--- src/rtl/conv_rsc_frame_enc.sv ---
// Framed RSC convolutional encoder: word in, serial MSB-first encode, systematic/parity words out.
// Define CONV_RSC_TAIL_EN to terminate each frame to the zero state and emit tail bits on a final beat.
module conv_rsc_frame_enc #(
    parameter int            DW          = 4,
    parameter int            K           = 3,
    parameter logic [K-1:0]  G0          = 3'b111,
    parameter logic [K-1:0]  G1          = 3'b101,
    parameter int            FRAME_WORDS = 8
) (
    input  logic                 clk,
    input  logic                 rst,
    input  logic [DW-1:0]        in_data,
    input  logic                 in_valid,
    output logic                 in_ready,
    output logic [DW-1:0]        out_sys,
    output logic [DW-1:0]        out_par,
    output logic [2*(K-1)-1:0]   out_tail,
    output logic                 out_last,
    output logic                 out_valid,
    input  logic                 out_ready
);

    localparam int SW  = K - 1;
    localparam int CW  = $clog2((DW > K ? DW : K) + 1);
    localparam int WCW = $clog2(FRAME_WORDS + 1);

    typedef enum logic [2:0] {
        IDLE,
        SHIFT,
        OUT,
`ifdef CONV_RSC_TAIL_EN
        TAIL,
        TOUT,
`endif
        FIN
    } state_t;

    state_t          state_q, state_d;
    logic [SW-1:0]   s_q;
    logic [DW-1:0]   sh_q;
    logic [CW-1:0]   bit_cnt;
    logic [WCW-1:0]  word_cnt;
    logic            fb, tap, u, a, p;
    logic            bit_last, frame_end, out_fire;

    assign out_fire  = out_valid && out_ready;
    assign frame_end = (word_cnt == WCW'(FRAME_WORDS - 1));
    assign bit_last  = (state_q == SHIFT) ? (bit_cnt == CW'(DW - 1)) : (bit_cnt == CW'(K - 2));

    // Tap i of a polynomial (i < K-1) lines up with s[K-2-i]; the top tap lines up with a.
    // In the tail the input bit equals the feedback, which forces a to zero.
    always_comb begin
        fb  = 1'b0;
        tap = 1'b0;
        for (int i = 0; i < SW; i++) begin
            fb  = fb  ^ (G0[i] & s_q[SW-1-i]);
            tap = tap ^ (G1[i] & s_q[SW-1-i]);
        end
        u = (state_q == SHIFT) ? sh_q[DW-1] : fb;
        a = u ^ fb;
        p = tap ^ (G1[K-1] & a);
    end

    always_ff @(posedge clk or negedge rst) begin
        if (!rst) state_q <= IDLE;
        else      state_q <= state_d;
    end

    always_comb begin
        state_d = state_q;
        case (state_q)
            IDLE:  if (in_valid && in_ready) state_d = SHIFT;
            SHIFT: if (bit_last) state_d = OUT;
            OUT: begin
                if (out_fire) begin
`ifdef CONV_RSC_TAIL_EN
                    state_d = frame_end ? TAIL : IDLE;
`else
                    state_d = frame_end ? FIN : IDLE;
`endif
                end
            end
`ifdef CONV_RSC_TAIL_EN
            TAIL:  if (bit_last) state_d = TOUT;
            TOUT:  if (out_fire) state_d = FIN;
`endif
            FIN:     state_d = IDLE;
            default: state_d = IDLE;
        endcase
    end

    // The word register rotates rather than shifts, so after DW bits it holds the original word again.
    always_ff @(posedge clk or negedge rst) begin
        if (!rst) begin
            in_ready  <= 1'b0;
            out_valid <= 1'b0;
            out_sys   <= '0;
            out_par   <= '0;
            out_last  <= 1'b0;
            s_q       <= '0;
            sh_q      <= '0;
            bit_cnt   <= '0;
            word_cnt  <= '0;
        end else begin
            in_ready <= (state_d == IDLE);
            case (state_q)
                IDLE: begin
                    if (in_valid && in_ready) begin
                        sh_q    <= in_data;
                        bit_cnt <= '0;
                    end
                end
                SHIFT: begin
                    s_q     <= {s_q[SW-2:0], a};
                    sh_q    <= {sh_q[DW-2:0], sh_q[DW-1]};
                    out_par <= {out_par[DW-2:0], p};
                    bit_cnt <= bit_cnt + CW'(1);
                    if (bit_last) begin
                        out_valid <= 1'b1;
                        out_sys   <= {sh_q[DW-2:0], sh_q[DW-1]};
                        bit_cnt   <= '0;
`ifndef CONV_RSC_TAIL_EN
                        out_last  <= frame_end;
`endif
                    end
                end
                OUT: begin
                    if (out_fire) begin
                        out_valid <= 1'b0;
                        out_last  <= 1'b0;
                        word_cnt  <= word_cnt + WCW'(1);
                    end
                end
`ifdef CONV_RSC_TAIL_EN
                TAIL: begin
                    s_q     <= {s_q[SW-2:0], a};
                    bit_cnt <= bit_cnt + CW'(1);
                    if (bit_last) begin
                        out_valid <= 1'b1;
                        out_last  <= 1'b1;
                        out_sys   <= '0;
                        out_par   <= '0;
                        bit_cnt   <= '0;
                    end
                end
                TOUT: begin
                    if (out_fire) begin
                        out_valid <= 1'b0;
                        out_last  <= 1'b0;
                    end
                end
`endif
                FIN: begin
                    s_q      <= '0;
                    word_cnt <= '0;
                end
                default: ;
            endcase
        end
    end

`ifdef CONV_RSC_TAIL_EN
    logic [2*SW-1:0] tail_sr;

    // Tail pairs enter at the LSB end so the first (u,p) pair ends up in the top bits.
    always_ff @(posedge clk or negedge rst) begin
        if (!rst) begin
            tail_sr  <= '0;
            out_tail <= '0;
        end else if (state_q == TAIL) begin
            tail_sr <= {tail_sr[2*SW-3:0], u, p};
            if (bit_last) out_tail <= {tail_sr[2*SW-3:0], u, p};
        end else if (state_q == TOUT && out_fire) begin
            out_tail <= '0;
        end
    end
`else
    assign out_tail = '0;
`endif

endmodule
--- config.mk ---
export PLATFORM = sky130hd
export DESIGN_NAME = conv_rsc_frame_enc
export DESIGN_NICKNAME = d
export VERILOG_FILES = /design/src/rtl/conv_rsc_frame_enc.sv
export SDC_FILE = /design/constraint.sdc
export NUM_CORES = 1
export LEC_CHECK = 0
export CAP_MARGIN = 20
export CORE_UTILIZATION = 53
export CTS_BUF_LIST = sky130_fd_sc_hd__clkbuf_8
export CTS_CLUSTER_SIZE = 25
export DETAILED_ROUTE_END_ITERATION = 8
export GPL_TIMING_DRIVEN = 0
export PLACE_DENSITY = 0.8
export REMOVE_ABC_BUFFERS = 1
export SYNTH_ARGS = -nofsm -noshare
export SYNTH_HDL_FRONTEND = slang
export SYNTH_SLANG_ARGS = --single-unit
--- constraint.sdc ---
create_clock -name clk -period 1.9 [get_ports clk]
set_input_delay 0.475 -clock clk [delete_from_list [all_inputs] [get_ports clk]]
set_output_delay 0.475 -clock clk [all_outputs]
set_load 0.1 [all_outputs]
; Word level (Yosys, flattened, before mapping)
; Index checks and enable logic that the tools add are counted.
[classes]
reduce_logical = 12
muxes = 20
bitwise = 3
order_cmp = 0
n_mul = 0
n_eq_ne = 9
shifts = 0
add_sub_neg = 2
div_mod_pow = 0
[op_table]
columns = op, count
row1 = 4-bit one-hot mux with 2 select lines, 2
row2 = 3-bit two-way mux, 5
row3 = 3-bit by 2-bit == test with 1-bit output (second input constant), 3
row4 = 3-bit one-hot mux with 3 select lines, 1
row5 = 4-bit two-way mux, 2
row6 = 2-bit nonzero test, 4
row7 = 3-bit by 1-bit == test with 1-bit output (second input constant), 2
row8 = 3-bit logical NOT, 2
row9 = 2-bit inequality test (second input constant), 3
row10 = 3-bit one-hot mux with 2 select lines, 1
row11 = 2-bit AND reduction, 3
row12 = 1-bit two-way mux, 5
row13 = 4-bit by 1-bit adder with 4-bit output (second input constant), 1
row14 = 4-bit by 3-bit == test with 1-bit output (second input constant), 1
row15 = 1-bit one-hot mux with 2 select lines, 2
row16 = 2-bit one-hot mux with 2 select lines, 1
row17 = 3-bit by 1-bit adder with 3-bit output (second input constant), 1
row18 = 3-bit AND reduction, 1
row19 = 1-bit XOR, 3
row20 = 1-bit logical AND, 2
row21 = 2-bit two-way mux, 1
[word_totals]
romBits = 0
output_inout_bits = 15
inputBits = 8
latch_bits = 0
mem_bits_rw = 0
memories = 0
ff_bits = 27

; Longest topological paths before layout
; Gate-level depths: netlist (run 1).
[depth]
depth_word = 5
depth_mapped = 5
ltp_nobuf = 4

; Least setup slack after synthesis (run 1)
; No wires, ideal clock.
[synth_timing]
path_kind = register to register
startpoint = register in_ready
endpoint = register bit_cnt[2]
slack_ns = -0.076
setup_ns = 0.126
n_path_buf = 0
arrival_time_ns = 1.850
path_stages_with_launch = 4
synth_period_minus_slack_ns = 1.976
cell_sequence = dfrtp_1 -> nand4bb_1 -> or2_1 -> a311o_1
[synth_via]
elab_chain_cells = 3
[synth_rtl]
columns = item, line_no
row1 = start: declaration, 14  ; output logic in_ready,
row2 = start signal: assignment, 105  ; in_ready <= (state_d == IDLE);
row3 = 1-bit logical AND, 108  ; if (in_valid && in_ready) begin
row4 = 2-bit inequality test (no line), -
row5 = 2-bit AND reduction (no line), -
row6 = end signal: assignment, 117  ; bit_cnt <= bit_cnt + CW'(1);
row7 = end: declaration, 41  ; logic [CW-1:0] bit_cnt;
; Every way passes these cells.
; A chain may end at the register's enable or synchronous reset.

; Final worst setup path (run 1)
[layout_timing]
startpoint = input port in_valid
endpoint = register bit_cnt[2]
[layout_via]
elab_chain_cells = 3
[layout_rtl]
columns = item, line_no
row1 = start: declaration, 13  ; input logic in_valid,
row2 = 1-bit logical AND, 108
row3 = 2-bit inequality test (no line), -
row4 = 2-bit AND reduction (no line), -
; Every way passes these cells.

==> results of run 1 <==
## Yosys cell counts (all sizes together), types with 2 or more instances
cell and count:
dfrtp 27, nand2 14, o21ai 11, buf 6, nor2 6, a21oi 4, a41oi 4, mux2 4
nor3b 3, o211ai 3, or2 3, clkbuf 2, ha 2, inv 2, mux2i 2, nand2b 2
nand3b 2, nor3 2, o31ai 2, or3b 2
## layout make-up
class	instances	area (um2)	area share [%]
repair buffers	20	229	14.6
clock inverters	1	5.00	0.319
flip-flops and latches	27	677	43.1
well taps	28	35.0	2.23
inverters	2	7.51	0.478
clock buffers	3	41.3	2.63
multi-input cells	87	576	36.7
## through the flow
stage | utilization, % | instance area (um2) | power [uW] | hold WS (ns) | std cells
6_report | 69.6 | 1570 | 2260 | 0.489 | 168
2_1_floorplan | - | 1260 | 1700 | 0.179 | 116
3_3_place_gp | 65.3 | 1470 | 1930 | 0.458 | 162
5_1_grt | 69.6 | 1570 | 2370 | 0.512 | 168
3_5_place_dp | 66.5 | 1500 | 1980 | 0.474 | 163
4_1_cts | 69.6 | 1570 | 2280 | 0.494 | 168
## critical path: stages
cell	delay, ns
clkdlybuf4s50_1	0.56
nand4bb_1	0.29
or2_1	0.32
a311o_1	0.35
## flip-flops by register name, indices dropped and copies added (netlist names)
name and cells:
bit_cnt 3, in_ready 1, out_last 1, out_par 4
out_sys 4, out_valid 1, s_q 2, sh_q 4
state_q 3, word_cnt 4
## layer usage
metal	up-vias	GRT usage (%)	routed length (um)
met4	0	7.21	29
li1	466	-	-
met3	4	5.36	109
met2	29	37.1	1160
met1	471	26.7	1080
met5	-	0	0
## kinds of logic (layout without fill, tap and decap cells)
family	after synthesis	after routing	synth area share, %
simple gates	41	41	18.7
compound gates	31	31	15.9
flops	27	27	52.4
mux	6	6	5.05
fa+ha+maj	2	2	1.94
buf+inv	10	26	4.27
other cells	1	5	0.291
xor+xnor	2	2	1.36
## timing repair
action / 4_1_cts / 5_1_grt
endpoints found under the setup margin: 16 / 6
setup buffers: 1 / 0
pin swaps: 1 / 1
gates resized for setup: 34 / 1
## worst min path at each step
stage	end	slack, ns	cells past startpoint
5_1_grt	out_sys[2]$_DFFE_PN0P_	0.51	1
6_report	out_sys[2]$_DFFE_PN0P_	0.49	1
3_5_place_dp	out_sys[2]$_DFFE_PN0P_	0.47	1
4_1_cts	out_sys[2]$_DFFE_PN0P_	0.49	1
3_3_place_gp	out_par[3]$_DFFE_PN0P_	0.46	2
2_1_floorplan	bit_cnt[0]$_DFFE_PN0P_	0.18	0
## report_power, final
group          internal [uW]  switching (uW)  leakage, uW
Sequential               740             148     0.000344
Combinational            280             780     0.000319
Clock                    147             168    0.0000255
Total                   1170            1100     0.000689
==> metrics.txt, run 1 <==
status complete, no violations; drt pass-1 iters 4; GR Overflow Total 0; Primary FF master, synth dfrtp_1; pin count of the biggest net entering global routing 22; commonest non-fill, non-tap cells in the layout 26 x dfrtp_1, 14 x nand2_1, 11 x clkdlybuf4s15_2; slack of the worst reg-to-reg path 0.11 ns; gpl congestion about 0.83; crit path from in_valid; Ys Warns 0; NumNets Final 151; Post-Synthesis Cells between 100 and 150; max_cap viols 0; Buffers on Ports 18; routed wire length around 2.4 mm; sequential cell area fraction in the yosys report 52.4%; site row count 17; Final Setup Violations 0; Post-synth ARST share 100%; reg2reg start state_q[1]$_DFF_PN0_; top cell type's share of synthesized area between 50% and 60%; share of layout cells above drive strength 1 15.0%; Reg2Reg Capture Point out_sys[3]$_DFFE_PN0P_; Final min period 1.84 ns; mean post-synth cell area 10.7 um2; initial antenna violation count 0; CP startpoint kind input pin; post-synthesis cell area 1290 um2; wire per inst about 14 um; Worst Path Required 2.05 ns; setup ws final 0.0604 ns; first-pass GRT wire length between 4 and 5 mm; clock sinks 27; Critical Path End bit_cnt[2]$_DFFE_PN0P_; RSZ-0062 raised after global routing false; Core Area about 2300 um2; Setup CP Type input pin to flip-flop; count of cell types in the netlist 41; Hold WC Path Type flip-flop to flip-flop; Via density 5.77; Remaining DRCs 0; Starting Density 57.2%; HP Start out_sys[2]$_DFFE_PN0P_; Max Freq between 500 and 600 MHz; Layout area overhead 21.8%; max-slew violation count 0; die area 2630 um2; CTS clk-pin slew, worst paths 0.08 ns; max_slew headroom 57.4%; clock latency on the worst-skew pair 0.27 ns; Antenna Cells 0; Leakage slightly below 0.0007 uW; pre-CTS WS -0.196 ns; worst reg2reg path depth 3; Yosys top cell by area dfrtp_1; vias in the first global route 943; Clock Skews 0.00700 ns; Iter 0 DRT Violations 27; worst-case clock buffer depth 2; post-DP HPWL 1.76 mm; CTS Buf Count 3; CP Max Fanout 7; Hold Buf Count CTS 0; Post-DRT Antenna Nets 0; PwrDens 1440 nW/um2; Final Hold Viols 0; gr usage total between 20% and 30%; Yosys reg bits 27; final worst-path cycle share 96.8%; Via Count 970; H-tree depth 1; CP endpoint kind flip-flop; VDD IR max between 1000 and 1500 uV; Die Ht 51.3 um; Slew @ Worst Pin 0.637 ns; largest cells by area after synthesis dfrtp_1 52%, nand2_1 4.1%, mux2_1 3.5%; most common cell after layout, fill and taps aside dfrtp_1; CP Data Arrival Time 1.99 ns; # fillers 185; CTS Root Cell clkbuf_8; width of the die 51.3 um; EDFF count, synth 0; CTS tree yes; io pins 23; setup TNS 0 ns
Note: power is estimated with default switching activity, not from simulation.
==> run 2, diff against run 1 <==
- RECOVER_POWER: default -> 25
==> run 2 against run 1 <==
  * Fmax is the same
  * First-iteration DRC count is the same
  * Global-route usage is the same
  * Critical path type unchanged
  * Largest cell class unchanged
==> metrics.txt, run 2 (synthesis gave the netlist of run 1 again) <==
status complete, no violations; GR Layer Usage met3 5.36% (unchanged); initial antenna violation count 0 (unchanged); width of the die 51.3 um (unchanged); Setup CP Type input pin to flip-flop; Slew @ Worst Pin 0.637 ns (unchanged); post-DP HPWL 1.76 mm (unchanged); final worst-path cycle share 96.8% (unchanged); CP Cell Sequence clkdlybuf4s50_1 -> nand4bb_1 -> or2_1 -> a311o_1; CP Data Arrival Time 1.99 ns (about the same); RSZ-0062 raised after global routing false; slowest cell on the critical path clkdlybuf4s50_1; CP Max Fanout 7 (unchanged); # fillers 187 (+1.1%); Reg power frac 39.4% (about the same); io pins 23 (unchanged); CTS tree yes; post-route cell area 1550 um2 (-1.4%); Layout area overhead 20.1%; NumNets Final 151 (unchanged); hold_ws 0.489 ns (unchanged); H-tree depth 1 (unchanged); CP peak stage delay 0.56 ns (about the same); Final Hold Viols 0 (unchanged); Net Switching 1090 uW (about the same); most common cell after layout, fill and taps aside dfrtp_1; Hold WC Path Type flip-flop to flip-flop; first-pass GRT wire length 4.14 mm (unchanged); Antenna Cells 0 (unchanged); Clk network pwr share 14.0% (about the same); site row count 17 (unchanged); die area 2630 um2 (unchanged); Core Area 2250 um2 (unchanged); clock sinks 27 (unchanged); setup ws final 0.0604 ns (unchanged); Remaining DRCs 0 (unchanged); CTS Root Cell clkbuf_8; Post-DRT Antenna Nets 0 (unchanged); Leakage 0.000681 uW (-1.2%); switching share of power 48.5% (+0.10 points); Starting Density 57.2% (unchanged); CP endpoint kind flip-flop; Via Count 969 (-0.10%); VDD IR max 1200 uV (-0.10%); Seq. cell area 677 um2 (unchanged); Max Freq 544 MHz (unchanged); worst-case clock buffer depth 2 (unchanged); max_cap viols 0 (unchanged); CTS Buf Count 3 (unchanged); Final Setup Violations 0 (unchanged); clock latency on the worst-skew pair 0.27 ns (about the same); Post-DP Area 1500 um2 (unchanged); multi-input gate area in the final layout 576 um2 (unchanged); pre-CTS WS -0.196 ns (unchanged); GR Overflow Total 0 (unchanged); cell count after placement 163 (unchanged); Die Ht 51.3 um (unchanged); Layout Cells excl Fill 168 (unchanged); M1 GR Usage 26.7% (unchanged); Cell Int Power 1160 uW (-0.47%); gr usage total 21.7% (unchanged); wire per inst 14.2 um (+0.21%); Buffers on Ports 18 (unchanged); Via density 5.77 (-0.10%); Clock Skews 0.00726 ns (+0.000264 ns); global-route met2 utilization 37.1% (unchanged); Worst Path Required 2.05 ns (about the same); commonest non-fill, non-tap cells in the layout 26 x dfrtp_1, 14 x nand2_1, 11 x clkdlybuf4s15_2; Design Power 2260 uW (-0.27%); vias in the first global route 943 (unchanged); PwrDens 1460 nW/um2 (+1.2%); Final min period 1.84 ns (unchanged); Comb pwr share 46.7% (about the same); pin count of the biggest net entering global routing 22 (unchanged); max-slew violation count 0 (unchanged); max_slew headroom 57.4% (unchanged); share of layout cells above drive strength 1 15.0% (unchanged); CP startpoint kind input pin; Iter 0 DRT Violations 27 (unchanged); Top Usage Layer GRT met2; gpl congestion 0.834 (unchanged); drt pass-1 iters 4 (unchanged); routed wire length 2.38 mm (+0.21%); CTS clk-pin slew, worst paths 0.08 ns (about the same)
==> run 2: path summary, 6_finish.rpt <==
check | startpoint | end | slack [ns] | cells after the start
max | in_valid | bit_cnt[2]$_DFFE_PN0P_ | 0.06 | 4
min | out_sys[2]$_DFFE_PN0P_ | out_sys[2]$_DFFE_PN0P_ | 0.49 | 1
max reg2reg | state_q[1]$_DFF_PN0_ | out_sys[3]$_DFFE_PN0P_ | 0.11 | 3
min reg2reg | out_sys[2]$_DFFE_PN0P_ | out_sys[2]$_DFFE_PN0P_ | 0.49 | 1
max in group asynchronous | rst | state_q[1]$_DFF_PN0_ | 0.56 | 2
min in group asynchronous | rst | word_cnt[3]$_DFFE_PN0P_ | 0.52 | 1
==> run 2: stage by stage <==
stage                     util (%)  setup TNS, ns
after floorplan                  -         -0.106
after global placement        65.3          -1.36
after detailed placement      66.5          -1.54
after CTS                     69.6              0
after global routing          68.6              0
final                         68.6              0
==> run 2: metal layers <==
metal  vias to the layer above  part of all wire (%)  wire (um)
li1                        466                     -          -
met1                       470                    45       1080
met2                        29                    49       1160
met3                         4                   4.6        109
met4                         0                   1.2         29
met5                         -                     0          0
==> run 2: power groups by stage <==
| stage | Combinational (uW) | Clock [uW] | Sequential [uW] |
|---|---|---|---|
| 2_1_floorplan | 314 | 0 | 1390 |
| 3_3_place_gp | 1040 | 0 | 889 |
| 3_5_place_dp | 1080 | 0 | 899 |
| 4_1_cts | 1060 | 325 | 887 |
| 5_1_grt | 1110 | 342 | 914 |
| 6_report | 1050 | 315 | 888 |
==> run 2: layout make-up <==
type | instances | share of cell area, %
multi-input combinational | 87 | 37.2
inverter | 2 | 0.485
timing repair buffer | 20 | 13.3
tap | 28 | 2.26
clock buffer | 3 | 2.67
clock inverter | 1 | 0.323
sequential | 27 | 43.7
==> run 2: worst max-delay path, delay by kind of cell <==
kind	cells	cell delay, ns
simple gates	2	0.61
compound gates	1	0.35
buf+inv	1	0.56
==> run 2: what timing repair did <==
item	4_1_cts	5_1_grt
pin swaps	1	1
resized for setup	34	1
buffers inserted	1	0
hold buffers	0	0
endpoints found under the setup margin	16	6
==> run 3, diff against run 2 <==
- CELL_PAD_IN_SITES_DETAIL_PLACEMENT: default -> 0
- CELL_PAD_IN_SITES_GLOBAL_PLACEMENT: default -> 1
- CORE_ASPECT_RATIO: default -> 0.7
- CORE_UTILIZATION: 53 -> 42
- PLACE_DENSITY: 0.8 -> default
- PLACE_DENSITY_LB_ADDON: default -> 0.1
==> run 3 against run 2 <==
  * Non-clock buffer count is the same
  * Sequential share of layout area shrank 0.28 points
  * Wire length grew 7.3%
  * Die area grew 25%
  * Flip-flop and latch count is the same
  * First-iteration DRC count grew 63%
  * Critical path depth shrank 1
  * Largest power group unchanged
  * Count of clock-buffer cells in the layout is the same
  * Fmax grew 1.9%
==> metrics.txt, run 3 (synthesis gave the netlist of run 1 again) <==
NumNets Final 151 (unchanged); CTS Buf Count 3 (unchanged); first-pass GRT wire length 4.53 mm (+9.3%); Clock Skews 0.00242 ns (-0.00484 ns); initial antenna violation count 0 (unchanged); wire per inst 14.5 um (+2.5%); H-tree depth 1 (unchanged); Leakage 0.000681 uW (unchanged); slowest cell on the critical path or3b_4; Post-DRT Antenna Nets 0 (unchanged); Buffers on Ports 18 (unchanged); CTS clk-pin slew, worst paths 0.09 ns (about the same); max-slew violation count 0 (unchanged); clock sinks 27 (unchanged); Util after Layout 54.4% (-14 points); commonest non-fill, non-tap cells in the layout 26 x dfrtp_1, 14 x nand2_1, 11 x clkdlybuf4s15_2; Core Area 2860 um2 (+27%); Hold Buf Count CTS 0 (unchanged); PwrDens 1460 nW/um2 (+0.25%); gpl congestion 0.796 (-4.5%); final worst-path cycle share 95.0% (-1.8 points); Setup CP Type flip-flop to flip-flop; Layout Cells excl Fill 176 (+4.8%); Post-DP Area 1500 um2 (-0.17%); gr usage total 18.5% (-3.2 points); share of layout cells above drive strength 1 15.0% (unchanged); CP Max Fanout 15 (+8); drt pass-1 iters 4 (unchanged); Layout area overhead 20.9%; # fillers 257 (+37%); CP Cell Sequence or3b_4 -> nor3_4 -> mux2_1; post-route cell area 1560 um2 (+0.65%); critical path's top delay family simple AND/OR/NAND/NOR gates; VDD IR max 580 uV (-51%); Iter 0 DRT Violations 44 (+63%); Final Setup Violations 0 (unchanged); site row count 16 (-1); Final min period 1.81 ns (-0.0343 ns); Max Freq 554 MHz (+1.9%); CTS Root Cell clkbuf_8; cell count after placement 171 (+4.9%); max_cap viols 0 (unchanged); CP endpoint kind flip-flop; io pins 23 (unchanged); CP Data Arrival Time 1.97 ns (-0.02 ns); CP startpoint kind flip-flop; Worst Path Buf+Inv 0 (-1); setup TNS 0 ns (unchanged); GR Overflow Total 0 (unchanged); Worst Path Required 2.06 ns (about the same); worst-case clock buffer depth 2 (unchanged); post-DP HPWL 1.86 mm (+5.5%); Remaining DRCs 0 (unchanged); width of the die 68.2 um (+33%); CP peak stage delay 0.53 ns (-0.03 ns); pin count of the biggest net entering global routing 16 (-27%); RSZ-0062 raised after global routing false; clock latency on the worst-skew pair 0.27 ns (about the same); Via Count 967 (-0.21%); CTS tree yes; die area 3300 um2 (+25%); Starting Density 45.0% (-12 points); max_slew headroom 57.0% (-0.36 points); Via density 5.49 (-4.7%); Hold WC Path Type flip-flop to flip-flop; routed wire length 2.56 mm (+7.3%); Slew @ Worst Pin 0.642 ns (+0.00531 ns); Die Ht 48.3 um (-5.8%); vias in the first global route 970 (+2.9%); status complete, no violations; Antenna Cells 0 (unchanged); most common cell after layout, fill and taps aside dfrtp_1; Final Hold Viols 0 (unchanged)
run 3: layout make-up:
class / count / area (um2) / share of cell area [%]
sequential: 27 / 677 / 43.5
multi-input combinational: 87 / 576 / 36.9
timing repair buffer: 20 / 206 / 13.3
tap: 36 / 45.0 / 2.89
clock buffer: 3 / 41.3 / 2.65
inverter: 2 / 7.51 / 0.482
clock inverter: 1 / 5.00 / 0.321
run 3: worst register-to-register path, delay by kind of cell (launching register included):
family           cells  cell delay [ns]
DFF                  1             0.51
muxes                1             0.37
and+or+nand+nor      2             0.83
run 3: timing repair:
| item | CTS | global route |
|---|---|---|
| resized for setup | 35 | 0 |
| buffers inserted | 1 | 0 |
| gates cloned | 0 | 0 |
| pin swaps | 1 | 1 |
| endpoints found under the setup margin | 16 | 5 |
run 3: where the power goes:
group / internal, uW / switching, uW / total [uW]
sequential: 740 / 156 / 896
clock: 147 / 179 / 326
combinational: 274 / 780 / 1050
run 3: layer usage:
| layer | part of all wire (%) | global-route usage, % | vias to the layer above | routed length, um |
|---|---|---|---|---|
| met3 | 3.3 | 5.66 | 2 | 85 |
| li1 | - | - | 471 | - |
| met1 | 55 | 28.5 | 477 | 1410 |
| met2 | 41 | 26.1 | 17 | 1060 |
| met5 | 0 | 0 | - | 0 |
| met4 | 0.16 | 2.08 | 0 | 4 |
run 3: metrics by stage:
step,worst slack [ns],hold slack (ns),total power (uW)
2_1_floorplan,-0.0762,0.179,1700
3_3_place_gp,-0.228,0.461,1950
3_5_place_dp,-0.211,0.461,1980
4_1_cts,0.0571,0.484,2290
5_1_grt,0.0205,0.524,2410
6_report,0.0947,0.484,2280
run 3: worst paths after layout:
check / from / endpoint / slack (ns) / cells past startpoint
worst max-delay path: state_q[1]$_DFF_PN0_ / out_sys[2]$_DFFE_PN0P_ / 0.09 / 3
worst min-delay path: out_par[3]$_DFFE_PN0P_ / out_par[3]$_DFFE_PN0P_ / 0.48 / 2
worst max register to register: state_q[1]$_DFF_PN0_ / out_sys[2]$_DFFE_PN0P_ / 0.09 / 3
worst min register to register: out_par[3]$_DFFE_PN0P_ / out_par[3]$_DFFE_PN0P_ / 0.48 / 2
max in group asynchronous: rst / out_sys[1]$_DFFE_PN0P_ / 0.49 / 2
min in group asynchronous: rst / out_par[1]$_DFFE_PN0P_ / 0.65 / 1
